`src/rtl/axis_packet_tx_if.sv`:
```
// axis_packet_tx_if: input beat port, packet header fields, AXI-Stream master port and status.
// The master modport is the transmitter's view; slave is the source/sink environment's view.
interface axis_packet_tx_if #(
   parameter int DATA_WIDTH = 64,
   parameter int ID_WIDTH   = 8,
   parameter int DEST_WIDTH = 4,
   parameter int USER_WIDTH = 2,
   parameter int DEPTH      = 8,
   parameter int LEN_WIDTH  = 16
);
   localparam int BYTES = DATA_WIDTH / 8;
   localparam int LW    = $clog2(DEPTH + 1);
   logic                  s_valid;
   logic                  s_ready;
   logic [DATA_WIDTH-1:0] s_data;
   logic [LEN_WIDTH-1:0]  pkt_len;
   logic [ID_WIDTH-1:0]   pkt_id;
   logic [DEST_WIDTH-1:0] pkt_dest;
   logic [USER_WIDTH-1:0] pkt_user;
   logic                  TVALID;
   logic                  TREADY;
   logic [DATA_WIDTH-1:0] TDATA;
   logic [BYTES-1:0]      TKEEP;
   logic [BYTES-1:0]      TSTRB;
   logic                  TLAST;
   logic [ID_WIDTH-1:0]   TID;
   logic [DEST_WIDTH-1:0] TDEST;
   logic [USER_WIDTH-1:0] TUSER;
   logic [LW-1:0]         fifo_level;
   logic                  busy;
   logic                  err_zero_len;
   modport master (
      input  s_valid, s_data, pkt_len, pkt_id, pkt_dest, pkt_user, TREADY,
      output s_ready, TVALID, TDATA, TKEEP, TSTRB, TLAST, TID, TDEST, TUSER,
             fifo_level, busy, err_zero_len
   );
   modport slave (
      output s_valid, s_data, pkt_len, pkt_id, pkt_dest, pkt_user, TREADY,
      input  s_ready, TVALID, TDATA, TKEEP, TSTRB, TLAST, TID, TDEST, TUSER,
             fifo_level, busy, err_zero_len
   );
endinterface

```
`src/rtl/axis_packet_tx.sv`:
```
// axis_packet_tx: frames raw beats into byte-length packets and buffers them for an AXI-Stream master.
// The buffer head drives the AXIS outputs directly, so TVALID/TDATA depend only on registered state.
module axis_packet_tx #(
   parameter int DATA_WIDTH = 64,
   parameter int ID_WIDTH   = 8,
   parameter int DEST_WIDTH = 4,
   parameter int USER_WIDTH = 2,
   parameter int DEPTH      = 8,
   parameter int LEN_WIDTH  = 16
) (
   input logic             ACLK,
   input logic             ARESET,
   axis_packet_tx_if.master bus
);
   localparam int BYTES = DATA_WIDTH / 8;
   localparam int PW    = $clog2(DEPTH);
   localparam int LW    = $clog2(DEPTH + 1);
   typedef enum logic {IDLE, IN_PKT} state_t;
   state_t                state, state_next;
   logic [LEN_WIDTH-1:0]  rem, rem_next, cur_rem;
   logic [ID_WIDTH-1:0]   hdr_id, id_next;
   logic [DEST_WIDTH-1:0] hdr_dest, dest_next;
   logic [USER_WIDTH-1:0] hdr_user, user_next;
   logic [DATA_WIDTH-1:0] mem_data [DEPTH];
   logic [BYTES-1:0]      mem_keep [DEPTH];
   logic                  mem_last [DEPTH];
   logic [ID_WIDTH-1:0]   mem_id   [DEPTH];
   logic [DEST_WIDTH-1:0] mem_dest [DEPTH];
   logic [USER_WIDTH-1:0] mem_user [DEPTH];
   logic [PW-1:0]         wr_ptr, rd_ptr;
   logic [LW-1:0]         count, count_next;
   logic                  s_ready_q, err_q;
   logic                  accept, zero_len, push, pop, last;
   logic [BYTES-1:0]      keep;
   always_comb begin
      state_next = state;
      rem_next   = rem;
      id_next    = hdr_id;
      dest_next  = hdr_dest;
      user_next  = hdr_user;
      accept     = bus.s_valid && s_ready_q;
      cur_rem    = state == IDLE ? bus.pkt_len : rem;
      zero_len   = accept && state == IDLE && bus.pkt_len == '0;
      push       = accept && !zero_len;
      last       = cur_rem <= LEN_WIDTH'(BYTES);
      for (int i = 0; i < BYTES; i++) keep[i] = cur_rem > LEN_WIDTH'(i);
      if (accept && state == IDLE) begin
         id_next   = bus.pkt_id;
         dest_next = bus.pkt_dest;
         user_next = bus.pkt_user;
      end
      if (push) begin
         state_next = last ? IDLE : IN_PKT;
         rem_next   = cur_rem - LEN_WIDTH'(BYTES);
      end
      pop        = count != '0 && bus.TREADY;
      count_next = push && !pop ? count + LW'(1) : !push && pop ? count - LW'(1) : count;
   end
   always_ff @(posedge ACLK or posedge ARESET) begin
      if (ARESET) begin
         state     <= IDLE;
         rem       <= '0;
         hdr_id    <= '0;
         hdr_dest  <= '0;
         hdr_user  <= '0;
         wr_ptr    <= '0;
         rd_ptr    <= '0;
         count     <= '0;
         s_ready_q <= 1'b0;
         err_q     <= 1'b0;
      end else begin
         state     <= state_next;
         rem       <= rem_next;
         hdr_id    <= id_next;
         hdr_dest  <= dest_next;
         hdr_user  <= user_next;
         wr_ptr    <= push ? wr_ptr + PW'(1) : wr_ptr;
         rd_ptr    <= pop ? rd_ptr + PW'(1) : rd_ptr;
         count     <= count_next;
         s_ready_q <= count_next < LW'(DEPTH);
         err_q     <= zero_len;
      end
   end
   // Storage is cleared on reset so every AXIS output reads zero while ARESET is high.
   always_ff @(posedge ACLK or posedge ARESET) begin
      if (ARESET) begin
         for (int i = 0; i < DEPTH; i++) begin
            mem_data[i] <= '0;
            mem_keep[i] <= '0;
            mem_last[i] <= 1'b0;
            mem_id[i]   <= '0;
            mem_dest[i] <= '0;
            mem_user[i] <= '0;
         end
      end else if (push) begin
         mem_data[wr_ptr] <= bus.s_data;
         mem_keep[wr_ptr] <= keep;
         mem_last[wr_ptr] <= last;
         mem_id[wr_ptr]   <= id_next;
         mem_dest[wr_ptr] <= dest_next;
         mem_user[wr_ptr] <= user_next;
      end
   end
   assign bus.TVALID       = count != '0;
   assign bus.TDATA        = mem_data[rd_ptr];
   assign bus.TKEEP        = mem_keep[rd_ptr];
   assign bus.TSTRB        = mem_keep[rd_ptr];
   assign bus.TLAST        = mem_last[rd_ptr];
   assign bus.TID          = mem_id[rd_ptr];
   assign bus.TDEST        = mem_dest[rd_ptr];
   assign bus.TUSER        = mem_user[rd_ptr];
   assign bus.fifo_level   = count;
   assign bus.busy         = state == IN_PKT || count != '0;
   assign bus.s_ready      = s_ready_q;
   assign bus.err_zero_len = err_q;
endmodule

```
`src/flat_wrapper.sv`:
```
// flat-port wrapper written by rule: the top's interface ports become plain ports
module axis_packet_tx_flat 
#(
   parameter int DATA_WIDTH = 64,
   parameter int ID_WIDTH   = 8,
   parameter int DEST_WIDTH = 4,
   parameter int USER_WIDTH = 2,
   parameter int DEPTH      = 8,
   parameter int LEN_WIDTH  = 16
)
  (ACLK, ARESET, bus_s_valid, bus_s_data, bus_pkt_len, bus_pkt_id, bus_pkt_dest, bus_pkt_user, bus_TREADY, bus_s_ready, bus_TVALID, bus_TDATA, bus_TKEEP, bus_TSTRB, bus_TLAST, bus_TID, bus_TDEST, bus_TUSER, bus_fifo_level, bus_busy, bus_err_zero_len);
  axis_packet_tx_if #(.DATA_WIDTH(DATA_WIDTH), .ID_WIDTH(ID_WIDTH), .DEST_WIDTH(DEST_WIDTH), .USER_WIDTH(USER_WIDTH), .DEPTH(DEPTH), .LEN_WIDTH(LEN_WIDTH)) bus_i ();
  input logic ACLK;
  input logic ARESET;
  input wire logic [$bits(bus_i.s_valid)-1:0] bus_s_valid;
  input wire logic [$bits(bus_i.s_data)-1:0] bus_s_data;
  input wire logic [$bits(bus_i.pkt_len)-1:0] bus_pkt_len;
  input wire logic [$bits(bus_i.pkt_id)-1:0] bus_pkt_id;
  input wire logic [$bits(bus_i.pkt_dest)-1:0] bus_pkt_dest;
  input wire logic [$bits(bus_i.pkt_user)-1:0] bus_pkt_user;
  input wire logic [$bits(bus_i.TREADY)-1:0] bus_TREADY;
  output wire logic [$bits(bus_i.s_ready)-1:0] bus_s_ready;
  output wire logic [$bits(bus_i.TVALID)-1:0] bus_TVALID;
  output wire logic [$bits(bus_i.TDATA)-1:0] bus_TDATA;
  output wire logic [$bits(bus_i.TKEEP)-1:0] bus_TKEEP;
  output wire logic [$bits(bus_i.TSTRB)-1:0] bus_TSTRB;
  output wire logic [$bits(bus_i.TLAST)-1:0] bus_TLAST;
  output wire logic [$bits(bus_i.TID)-1:0] bus_TID;
  output wire logic [$bits(bus_i.TDEST)-1:0] bus_TDEST;
  output wire logic [$bits(bus_i.TUSER)-1:0] bus_TUSER;
  output wire logic [$bits(bus_i.fifo_level)-1:0] bus_fifo_level;
  output wire logic [$bits(bus_i.busy)-1:0] bus_busy;
  output wire logic [$bits(bus_i.err_zero_len)-1:0] bus_err_zero_len;
  assign bus_i.s_valid = bus_s_valid;
  assign bus_i.s_data = bus_s_data;
  assign bus_i.pkt_len = bus_pkt_len;
  assign bus_i.pkt_id = bus_pkt_id;
  assign bus_i.pkt_dest = bus_pkt_dest;
  assign bus_i.pkt_user = bus_pkt_user;
  assign bus_i.TREADY = bus_TREADY;
  assign bus_s_ready = bus_i.s_ready;
  assign bus_TVALID = bus_i.TVALID;
  assign bus_TDATA = bus_i.TDATA;
  assign bus_TKEEP = bus_i.TKEEP;
  assign bus_TSTRB = bus_i.TSTRB;
  assign bus_TLAST = bus_i.TLAST;
  assign bus_TID = bus_i.TID;
  assign bus_TDEST = bus_i.TDEST;
  assign bus_TUSER = bus_i.TUSER;
  assign bus_fifo_level = bus_i.fifo_level;
  assign bus_busy = bus_i.busy;
  assign bus_err_zero_len = bus_i.err_zero_len;
  axis_packet_tx #(.DATA_WIDTH(DATA_WIDTH), .ID_WIDTH(ID_WIDTH), .DEST_WIDTH(DEST_WIDTH), .USER_WIDTH(USER_WIDTH), .DEPTH(DEPTH), .LEN_WIDTH(LEN_WIDTH)) u_core (.ACLK(ACLK), .ARESET(ARESET), .bus(bus_i));
endmodule
```
`config.mk`:
```
export PLATFORM = sky130hd
export DESIGN_NAME = axis_packet_tx_flat
export DESIGN_NICKNAME = d
export VERILOG_FILES = /design/src/rtl/axis_packet_tx_if.sv /design/src/rtl/axis_packet_tx.sv /design/src/flat_wrapper.sv
export SDC_FILE = /design/constraint.sdc
export NUM_CORES = 2
export LEC_CHECK = 0
export CORE_AREA = 2 2 224 281
export CTS_CLUSTER_DIAMETER = 80
export CTS_CLUSTER_SIZE = 28
export DETAILED_ROUTE_END_ITERATION = 8
export DIE_AREA = 0 0 226 283
export PLACE_DENSITY = 0.86
export SYNTH_ARGS = -nofsm -noshare
export SYNTH_HDL_FRONTEND = slang
export SYNTH_SLANG_ARGS = --single-unit
```
`constraint.sdc`:
```
create_clock -name ACLK -period 27.9 [get_ports ACLK]
set_input_delay 2.79 -clock ACLK [delete_from_list [all_inputs] [get_ports ACLK]]
set_output_delay 2.79 -clock ACLK [all_outputs]
set_load 0.03 [all_outputs]
```
# ---- Yosys cells after proc, flatten, opt, wreduce, memory -nomap -nowiden
# Index checks and enable logic that the tools add are counted.
dict set report op_classes {
  n_reduce_logical 14
  bitwise_logic 3
  magnitude_cmp 13
  add_sub_neg 5
  mux 41
}
# operator count
set op_table {}
lappend op_table {{$bwmux 512} 1}
lappend op_table {{$bmux 64 s3} 1}
lappend op_table {{$demux 64 s3} 1}
lappend op_table {{$mux 64} 3}
lappend op_table {{$bwmux 64} 2}
lappend op_table {{$gt 16x3->1 const B} 4}
lappend op_table {{$bmux 8 s3} 2}
lappend op_table {{$mux 8} 6}
lappend op_table {{$bwmux 32} 1}
lappend op_table {{$gt 16x1->1 const B} 2}
lappend op_table {{$gt 16x2->1 const B} 2}
lappend op_table {{$demux 8 s3} 1}
lappend op_table {{$mux 4} 6}
lappend op_table {{$bwmux 16} 1}
lappend op_table {{$le 16x4->1 const B} 1}
lappend op_table {{$logic_not 16->1} 1}
lappend op_table {{$mux 16} 1}
lappend op_table {{$sub 16x4->16 const B} 1}
lappend op_table {{$bmux 4 s3} 1}
lappend op_table {{$demux 4 s3} 1}
lappend op_table {{$bwmux 8} 1}
lappend op_table {{$ge 4x4->1 const B} 2}
lappend op_table {{$logic_and 1x1->1} 8}
lappend op_table {{$mux 2} 4}
lappend op_table {{other kinds (15)} 22}
dict set report totals {
  in_bits 98
  out_inout_bits 103
  regBits 739
}

# ---- Longest topological paths before layout
dict set report logic_depth {
  depth_word 10
  ltp_mapped 15
  depth_no_buf 11
}

# ---- Worst setup path before layout
# No wires, ideal clock.
dict set report synth_path {
  path_kind {register to output}
  from {register u_core.rd_ptr[0]}
  to {output bus_TSTRB[0]}
  required_time_ns 25.110
  arrival_time_ns 2.370
  path_buffers 4
  stages_incl_launch_ff 7
  path_slack_ns 22.740
  path_cell_list {dfrtp_1 -> clkbuf_1 -> clkbuf_1 -> buf_1 -> mux4_2 -> mux2_2 -> buf_4}
}
dict set report synth_via {
  elab_chain_len 4
}
# element line_no
set synth_rtl {}
lappend synth_rtl {{start: declaration} axis_packet_tx.sv:30} ;# logic [PW-1:0] wr_ptr, rd_ptr;
lappend synth_rtl {{start signal: assignment} axis_packet_tx.sv:78} ;# rd_ptr <= pop ? rd_ptr + PW'(1) : rd_ptr;
lappend synth_rtl {{$not 3->4} --}
lappend synth_rtl {{$bmux 8 s3} --}
lappend synth_rtl {{$mux 8 (2 in series)} --}
lappend synth_rtl {{end: declaration} flat_wrapper.sv:26} ;# output wire logic [$bits(bus_i.TSTRB)-1:0] bus_TSTRB;
# No other way between the ends. The select of a mux whose other input is x is not followed.

# ---- Final worst setup path
dict set report layout_path {
  from {register u_core.rd_ptr[0]}
  to {output bus_TDATA[41]}
}
dict set report layout_via {
  elab_chain_len 4
}
# element line_no
set layout_rtl {}
lappend layout_rtl {{$not 3->4 (not written as such)} axis_packet_tx.sv:105} ;# assign bus.TDATA = mem_data[rd_ptr];
lappend layout_rtl {{$bmux 64 s3} axis_packet_tx.sv:105}
lappend layout_rtl {{$mux 64 (not written as such) (2 in series)} axis_packet_tx.sv:105}
lappend layout_rtl {{end: declaration} flat_wrapper.sv:24} ;# output wire logic [$bits(bus_i.TDATA)-1:0] bus_TDATA;
# No other way between the ends. The select of a mux whose other input is x is not followed.

==> results.yml <==
clock_network:
  numCtsBuffers: 31
  cts_hold_repair.buffers: 0
  post_cts_buffers: 0
  cts_tree: "built"
  ctsResizeCount: 0
  htree_levels: 1
  cts_sinks: 739
  clk-insertion-delay-late_ns: 0.62
  root_buffer: "clkbuf_16"
  cts_buffer_depth: 3
  clk_pin_slew_ns: 0.10
critical_path:
  cp-start-kind: "register"
  critPathKind: "reg -> out"
  max_stage_delay_ns: 0.92
  required_ns: 25.11
  endpoint_kind: "primary output"
  critical_path_arrival_ns: 4.90
  crit_fanout: 49
  cp_slowest_cell: "dfrtp_4"
  path_common_cell: "buf_4"
  path_cells: "buf_4, buf_4, mux4_2, mux2_2, clkdlybuf4s50_1"
synthesis:
  async_flop_share_pct: 100.0
  synth_seq_area_share_pct: 55.38
  synth_compound_area_share_pct: 4.387
  synth.area.top_cells: "dfrtp_1 (55%), mux2_2 (20%), mux4_2 (12%), o21ai_0 (1.6%), a21oi_1 (1.5%)"
  yosys.area_share.adder_pct: 0.2997
  synth_commonest_cells: "dfrtp_1 (739), mux2_2 (588), mux4_2 (174), nor2_1 (121), nand2_1 (118)"
  netlist_area_um2: 33390
  synth-simple-area-share_pct: 4.069
  synthFlopType: "dfrtp_1"
  yosysWarnings: 0
  synth_top_family_by_area: "multiplexers"
  avgSynthCellArea_um2: 14.34
  yosys.cell_types.count: 60
  yosysTopAreaCellShare_pct: 55.38
  muxShareOfSynthArea_pct: 33.01
  synth_xor_area_share_pct: 0.1311
  synth_edf_count: 0
  synth_cells: 2328
  syn-num-nets: 2434
  ys_ff_latch: 739
  yosysMostFrequentCell: "dfrtp_1"
  yosys.area.top_type: "dfrtp_1"
pwr:
  powerDensity_nw_per_um2: 129.4
  share_comb_of_total_power_pct: 48.8
  intPower_mw: 3.032
  power_mw: 4.765
  pwr-share-clk_pct: 11.2
  p_sw_share_pct: 36.37
  power_frac_seq_pct: 40.0
  leakage_nw: 15.35
  switchingPower_mw: 1.733
  irDropWorstVdd_uv: 91.73
final_layout:
  instances_no_fill: 3261
  stdcell_area_um2: 36840
  nets: 2527
  drive_above_1_share_pct: 35.09
  final_util_pct: 60.01
  area_growth_pct: 10.30
  nFillCells: 4502
min_path:
  hp-class: "reg -> reg"
placement:
  dp_hpwl_um: 44560
  dp_cells: 3220
  place_ws_ns: 19.97
  dpl-instance-area_um2: 35960
  finalWeightedCongestion: 0.8362
  portBuffers: 200
sta:
  fin_skew_ns: 0.01594
  rsz0062_at_grt: "false"
  clock.fmax_mhz: 130.0
  hold_slack_ns: 0.4820
  worstMarginPinSlew_ns: 1.188
  fin_ws_ns: 20.21
  min_period_ns: 7.690
  finalCritPeriodShare_pct: 27.56
  final.setup.tns_ns: 0
  maxSlewViolCount: 0
  hold_viol: 0
  setup_violations: 0
  relSlewSlack_pct: 20.79
floorplanning:
  io_pins: 201
  core_um2: 61390
  die_height_um: 283
  die_w_um: 226
  floorplan.rows: 102
  start_util_pct: 54.40
  dieArea_um2: 63960
drt:
  drtPass1Iterations: 5
  post-route-drc-count: 0
  ant_nets: 0
  via_per_inst: 6.083
  via_count: 19840
  drt_iter0_markers: 1382
  wl_per_cell_um: 22.65
  drt-total-wl_um: 73870
global_route:
  grt_max_degree: 148
  grt_overflow: 0
  track_usage_pct: 23.66
  grt_pass1_wl_um: 119600
  antenna_found_initial: 4
  grt_pass1_vias: 21720
outcome:
  status: "complete, no violations"
run:
  cap_viol_max_count: 0
metal layers:
layer  global-route usage [%]  up-vias  share of wire, %
met5                        0        -                 0
met1                    30.93    10610                41
met2                    41.10      458                52
met4                    8.427        0               3.2
li1                         -     8641                 -
met3                    2.499      125               3.7
power groups by stage:
stage	Sequential (mW)	Combinational, mW	Clock (mW)
floorplan	1.78	1.74	0
global placement	1.86	2.27	0
detailed placement	1.92	2.34	0
CTS	1.90	2.36	0.548
global route	1.97	2.48	0.587
finish	1.90	2.32	0.535
cell usage in the layout (no fill, tap or decap), drive strengths merged, types with 6 or more instances in the layout:
master | Yosys | layout
nor4 | 6 | 6
o21ai | 111 | 111
mux2 | 606 | 606
mux4 | 174 | 174
inv | 29 | 30
a211oi | 6 | 6
mux2i | 28 | 28
buf | 110 | 33
dfrtp | 739 | 739
clkbuf | 63 | 32
a21oi | 103 | 103
ha | 8 | 8
clkdlybuf4s50 | 0 | 200
nand2 | 118 | 118
nor2 | 121 | 121
o31ai | 7 | 7
nand3 | 7 | 7
nor3 | 16 | 16
area by class of cell:
class	instances	area, um2	area share [%]
antenna	4	10.01	0.02717
clock buffer	32	779.5	2.116
clock inverter	5	83.83	0.2276
inverter	29	116.4	0.3159
multi-input combinational	1387	14050	38.15
sequential	739	18500	50.23
tap	832	1041	2.826
timing repair buffer	233	2250	6.107
critical path: cells and delay by family, from the launching register on:
family                 cells  cell delay, ns
buffers and inverters      3            2.36
muxes                      2            0.90
DFF                        1            0.92
registers in the layout, indices dropped and copies added (netlist names), 2 cells and up, named ones only:
name / cells
u_core.mem_data: 512
u_core.rd_ptr: 3
u_core.mem_keep: 64
u_core.hdr_dest: 4
u_core.mem_dest: 32
u_core.hdr_user: 2
u_core.hdr_id: 8
u_core.rem: 16
u_core.mem_user: 16
u_core.bus.fifo_level: 3
u_core.mem_last: 8
u_core.mem_id: 64
u_core.wr_ptr: 3
path summary, 6_finish.rpt:
check	endpoint	slack, ns	cells after the start	startpoint
worst max-delay path	bus_TDATA[41]	20.21	5	u_core.rd_ptr[0]
worst min-delay path	u_core.mem_user[10]	0.48	2	u_core.mem_user[10]
worst max register to register	u_core.mem_data[320]	23.86	7	u_core.state
worst min register to register	u_core.mem_user[10]	0.48	2	u_core.mem_user[10]
max in group asynchronous	u_core.mem_data[230]	20.78	6	ARESET
min in group asynchronous	u_core.mem_data[446]	2.74	2	ARESET
cells by family after synthesis:
group	after synthesis
xor gates and xnor gates	5
buffers and inverters	202
adders and majority gates	8
and+or+nand+nor	308
AOI/OAI and AO/OA	258
muxes	808
DFF	739
Power figures use the tool's default switching activity.
